===== config.mk =====
export PLATFORM = sky130hd
export DESIGN_NAME = branch_outcome_tracker
export DESIGN_NICKNAME = d
export VERILOG_FILES = /design/src/rtl/branch_outcome_tracker.sv
export SDC_FILE = /design/constraint.sdc
export NUM_CORES = 1
export LEC_CHECK = 0
export CAP_MARGIN = 20
export CORE_ASPECT_RATIO = 0.9
export CORE_MARGIN = 1
export CORE_UTILIZATION = 40
export DETAILED_ROUTE_END_ITERATION = 10
export GPL_ROUTABILITY_DRIVEN = 0
export PLACE_DENSITY = 0.57
export SLEW_MARGIN = 20
export SYNTH_ARGS = -nofsm -noshare
export SYNTH_HDL_FRONTEND = slang
export SYNTH_SLANG_ARGS = --single-unit

===== constraint.sdc =====
create_clock -name clk -period 4.25 [get_ports clk]
set_input_delay 0.6375 -clock clk [delete_from_list [all_inputs] [get_ports clk]]
set_output_delay 0.6375 -clock clk [all_outputs]
set_load 0.02 [all_outputs]

===== src/rtl/branch_outcome_tracker.sv =====
// In-order tracker of in-flight branch predictions; drives the predictor table's update/reset side.
// All outputs are registered (1-cycle latency from push/resolve/evict); pred_ready deasserts while full.
module branch_outcome_tracker #(
  parameter int DEPTH = 8,
  parameter int IDX_W = 8
) (
  input  logic                     clk,
  input  logic                     reset,
  input  logic                     pred_valid,
  input  logic [IDX_W-1:0]         pred_index,
  input  logic                     pred_taken,
  output logic                     pred_ready,
  input  logic                     res_valid,
  input  logic                     res_taken,
  input  logic                     evict_valid,
  input  logic [IDX_W-1:0]         evict_index,
  output logic                     tbl_set,
  output logic [IDX_W-1:0]         tbl_set_index,
  output logic                     tbl_feedback,
  output logic                     tbl_reset,
  output logic [IDX_W-1:0]         tbl_reset_index,
  output logic                     mispredict,
  output logic [$clog2(DEPTH):0]   count,
  output logic                     overflow_err,
  output logic                     underflow_err
);

  localparam int PW = $clog2(DEPTH);
  localparam int CW = PW + 1;

  logic [IDX_W-1:0] idx_q [DEPTH];
  logic [IDX_W-1:0] idx_d [DEPTH];
  logic [DEPTH-1:0] pred_q, pred_d;
  logic [DEPTH-1:0] valid_q, valid_d;
  logic [DEPTH-1:0] stale_q, stale_d;
  logic [PW-1:0]    head_q, head_d;
  logic [PW-1:0]    tail_q, tail_d;
  logic [CW-1:0]    count_q, count_d;
  logic             pred_ready_q, pred_ready_d;

  logic             tbl_set_q, tbl_set_d;
  logic [IDX_W-1:0] tbl_set_index_q, tbl_set_index_d;
  logic             tbl_feedback_q, tbl_feedback_d;
  logic             tbl_reset_q, tbl_reset_d;
  logic [IDX_W-1:0] tbl_reset_index_q, tbl_reset_index_d;
  logic             mispredict_q, mispredict_d;
  logic             overflow_q, overflow_d;
  logic             underflow_q, underflow_d;

  logic [IDX_W-1:0] head_idx;
  logic             head_pred;
  logic             head_stale;
  logic             push;
  logic             pop;
  logic             miss;
  logic             evict_hits_head;

  always_comb begin
    head_idx        = idx_q[head_q];
    head_pred       = pred_q[head_q];
    head_stale      = stale_q[head_q];
    push            = pred_valid && pred_ready_q;
    pop             = res_valid && (count_q != '0);
    miss            = pop && (res_taken != head_pred);
    evict_hits_head = evict_valid && (evict_index == head_idx);
  end

  always_comb begin
    idx_d   = idx_q;
    pred_d  = pred_q;
    valid_d = valid_q;
    stale_d = stale_q;
    head_d  = head_q;
    tail_d  = tail_q;
    count_d = count_q;

    // A reassigned slot must never be trained by predictions made for the old PC.
    if (evict_valid) begin
      for (int i = 0; i < DEPTH; i++) begin
        if (valid_q[i] && (idx_q[i] == evict_index)) begin
          stale_d[i] = 1'b1;
        end
      end
    end

    if (push) begin
      idx_d[tail_q]   = pred_index;
      pred_d[tail_q]  = pred_taken;
      valid_d[tail_q] = 1'b1;
      stale_d[tail_q] = evict_valid && (pred_index == evict_index);
      tail_d          = tail_q + PW'(1);
    end

    if (pop) begin
      valid_d[head_q] = 1'b0;
      stale_d[head_q] = 1'b0;
      head_d          = head_q + PW'(1);
    end

    // Everything younger than a mispredicted branch is wrong-path, including this cycle's push.
    if (miss) begin
      valid_d = '0;
      stale_d = '0;
      tail_d  = head_q + PW'(1);
      count_d = '0;
    end else begin
      count_d = count_q + CW'(push) - CW'(pop);
    end

    pred_ready_d = (count_d != CW'(DEPTH));
  end

  always_comb begin
    tbl_set_d         = pop && !head_stale && !evict_hits_head;
    tbl_set_index_d   = pop ? head_idx : '0;
    tbl_feedback_d    = pop && res_taken;
    tbl_reset_d       = evict_valid;
    tbl_reset_index_d = evict_valid ? evict_index : '0;
    mispredict_d      = miss;
    overflow_d        = overflow_q || (pred_valid && !pred_ready_q);
    underflow_d       = underflow_q || (res_valid && (count_q == '0));
  end

  always_ff @(posedge clk or negedge reset) begin
    if (!reset) begin
      for (int i = 0; i < DEPTH; i++) begin
        idx_q[i] <= '0;
      end
      pred_q       <= '0;
      valid_q      <= '0;
      stale_q      <= '0;
      head_q       <= '0;
      tail_q       <= '0;
      count_q      <= '0;
      pred_ready_q <= 1'b1;
    end else begin
      for (int i = 0; i < DEPTH; i++) begin
        idx_q[i] <= idx_d[i];
      end
      pred_q       <= pred_d;
      valid_q      <= valid_d;
      stale_q      <= stale_d;
      head_q       <= head_d;
      tail_q       <= tail_d;
      count_q      <= count_d;
      pred_ready_q <= pred_ready_d;
    end
  end

  always_ff @(posedge clk or negedge reset) begin
    if (!reset) begin
      tbl_set_q         <= 1'b0;
      tbl_set_index_q   <= '0;
      tbl_feedback_q    <= 1'b0;
      tbl_reset_q       <= 1'b0;
      tbl_reset_index_q <= '0;
      mispredict_q      <= 1'b0;
      overflow_q        <= 1'b0;
      underflow_q       <= 1'b0;
    end else begin
      tbl_set_q         <= tbl_set_d;
      tbl_set_index_q   <= tbl_set_index_d;
      tbl_feedback_q    <= tbl_feedback_d;
      tbl_reset_q       <= tbl_reset_d;
      tbl_reset_index_q <= tbl_reset_index_d;
      mispredict_q      <= mispredict_d;
      overflow_q        <= overflow_d;
      underflow_q       <= underflow_d;
    end
  end

  assign pred_ready      = pred_ready_q;
  assign count           = count_q;
  assign tbl_set         = tbl_set_q;
  assign tbl_set_index   = tbl_set_index_q;
  assign tbl_feedback    = tbl_feedback_q;
  assign tbl_reset       = tbl_reset_q;
  assign tbl_reset_index = tbl_reset_index_q;
  assign mispredict      = mispredict_q;
  assign overflow_err    = overflow_q;
  assign underflow_err   = underflow_q;

endmodule

==> summary.md <==
| Metric | Value |
|---|---|
| Number of flops mapped to enable cells by yosys | 0 |
| WL met2 | 8040 um |
| First-pass GRT wire length | 27200 um |
| I/O pins | 50 |
| Die height | 122 um |
| Skew final | 0.00787 ns |
| Synth area leader | dfrtp_1 |
| Max clock buf depth | 2 |
| DRC viols | 0 |
| Vias per std cell | 5.49 |
| Core box area | 15500 um2 |
| Avg Cell Area, Syn | 11.8 um2 |
| Worst slew margin | 36.1% |
| Startpoint Class | primary input |
| PortBufs | 49 |
| PnR worst setup slack | 1.24 ns |
| Status | finished, final reports clean |
| Worst-Skew Late Latency | 0.43 ns |
| Setup violations, final | 0 |
| Max incr delay on CP | 0.79 ns |
| P&R area growth vs syn | 20.3% |
| MaxCap Viol Count | 0 |
| Final Hold Vio Count | 0 |
| First drt pass iteration count | 5 |
| Die Wd | 135 um |
| WL/cell | 21.2 um |
| Ranking of synthesized cells by area | dfrtp_1, mux2_2, xor2_1 |
| Top Layer Used | met4 |
| Root buf cell | clkbuf_16 |
| DRT antenna net count | 0 |
| Cts hold-fix bufs | 0 |
| Synth top area share | 47.0% |
| Vias in the first global route | 4607 |
| Total CTS buffers | 17 |
| Crit path capture type | flop |
| Fin util | 49.6% |
| Post-synthesis cell area | 6390 um2 |
| Critical path type | in2reg |
| Die area | 16500 um2 |
| # Post-CTS Setup Buffers | 0 |
| Share of cells above drive strength 1 | 24.7% |
| Starting Density | 41.3% |
| Worst Reg2Reg Path Length in Cells | 5 |
| WL final | 16900 um |
| Number of DRC markers in iteration 0 | 384 |
| Sequential share of the synthesized area | 47.4% |
| Metal3 WL | 1080 um |
| Synth warn | 0 |
| Fillers | 1409 |
| CTS H-tree lvls | 4 |
| Critical path origin | pred_valid |
| Max VDD drop | 392 uV |
| Post-layout nets | 613 |
| RSZ-0062 raised after global routing | no |
| Met1 WL | 7490 um |
| CTS tree | done |
| Reg2reg start | pred_ready |
| Top_reg_cell synth | dfrtp_1 |
| Max Fclk | 332 MHz |
| CP Data Required Time | 4.56 ns |
| Worst slew pin tran | 0.958 ns |
| Initial antenna violation count | 0 |
| Critical path cell sequence | clkdlybuf4s50_1, nand2_1, or4_1, inv_1, nor3_1, a2111oi_2 |
| Setup TNS | 0 ns |
| Dpl ws | 0.826 ns |
| Worst hold path type | in2async |
| Power per cell area | 793 nW/um2 |
| Post-cts sizing count | 0 |
| Worst Path Arrival | 3.32 ns |
| Slowest-stage cell, CP | or4_1 |
| Remaining Overflow, GRT | 0 |
| Clock sink total | 121 |
| Distinct cell type count after synthesis | 50 |
| All-Layer GR Usage | 23.0% |
| HPWL after DPL | 11800 um |
| Largest net degree at the start of global routing | 78 |
| Std-Cell Rows | 43 |
| Clock slew at reported path FFs | 0.06 ns |
| Synthesized net count | 570 |
| CP Max Fanout | 12 |
| R2r setup slk | 1.45 ns |
| Most numerous cell in the Yosys netlist | dfrtp_1 |
| Async S/R FF share, synth | 100% |
| Period utilisation layout | 70.8% |
| Post-synthesis register bit count | 121 |
| Via count | 4374 |
| Crit Reg-Reg Endpoint | stale_q[0] |
| Ant diodes | 0 |
| Cells after Synth | 540 |
| Minimum clock period | 3.01 ns |
| Max Slew Vio Count | 0 |
| Leak | 0.00330 uW |
| Commonest cells post-synth | dfrtp_1, xor2_1, mux2_2 |
-- report_power, final --
group          internal, uW  switching, uW  total (uW)
clock                   986            498        1480
combinational          1230           1210        2440
sequential             1650            525        2170
-- critical path, delay by kind of cell --
kind	cells	cell delay [ns]
AO/OA/AOI/OAI	1	0.38
buffers and inverters	2	1.13
AND/OR/NAND/NOR	3	1.15
-- logic make-up after synthesis --
| logic type | after synthesis | synth area share, % |
|---|---|---|
| xor gates and xnor gates | 86 | 11.9 |
| muxes | 92 | 18.0 |
| DFF | 121 | 47.4 |
| adders and majority gates | 7 | 1.49 |
| AOI/OAI and AO/OA | 39 | 5.60 |
| and+or+nand+nor | 145 | 11.7 |
| buffers and inverters | 50 | 3.97 |
-- stage by stage --
step	power (uW)	hold WS [ns]	std cells	area, um2
detailed placement	4640	0.443	766	7090
global placement	4600	0.438	766	7090
CTS	6150	0.431	797	7690
finish	6100	0.247	797	7690
global route	6490	0.307	797	7690
floorplan	3840	0.342	540	6390
-- worst max-delay path by stage --
stage                 endpoint  slack (ns)  depth (start not counted)
finish              stale_q[0]        1.24                          6
global route        stale_q[0]        1.11                          6
CTS                 stale_q[0]        1.27                          6
detailed placement  stale_q[0]        0.83                          6
global placement    stale_q[0]        0.85                          6
floorplan             count[3]        1.87                         11
-- final cells by class --
type,instances,area [um2],area share (%)
flip-flops and latches,121,3030,39.4
repair buffers,66,632,8.22
clock buffers,22,454,5.91
well taps,202,253,3.29
clock inverters,9,148,1.92
inverters,8,32.5,0.423
multi-input cells,369,3140,40.9
-- flip-flops by register name, indices dropped and copies added (netlist names), 4 cells and up --
signal and flops:
count 4, stale_q 8, idx_q 64, pred_q 8
valid_q 8, tbl_set_index 8, tbl_reset_index 8
-- cells in the final DEF, fill, tap and decap left out, types with 6 or more instances in the layout --
master and n:
a2111oi_2 7, a21oi_1 7, and2_1 12, buf_4 16, clkbuf_16 17, clkdlybuf4s50_1 48
dfrtp_1 120, ha_1 6, inv_1 7, mux2_2 62, mux2i_1 18, mux4_2 12
nand2_1 43, nand3_1 7, nand4_1 9, nor2_1 21, nor3_1 12, nor4_1 17
o221a_2 6, xnor2_1 16, xor2_1 69
-- routing by layer --
layer | global-route usage (%) | vias up
li1 | - | 1989
met1 | 31.4 | 2245
met2 | 35.5 | 117
met3 | 5.83 | 23
met4 | 8.08 | 0
met5 | 0 | -
Note: power is estimated with default switching activity, not from simulation.
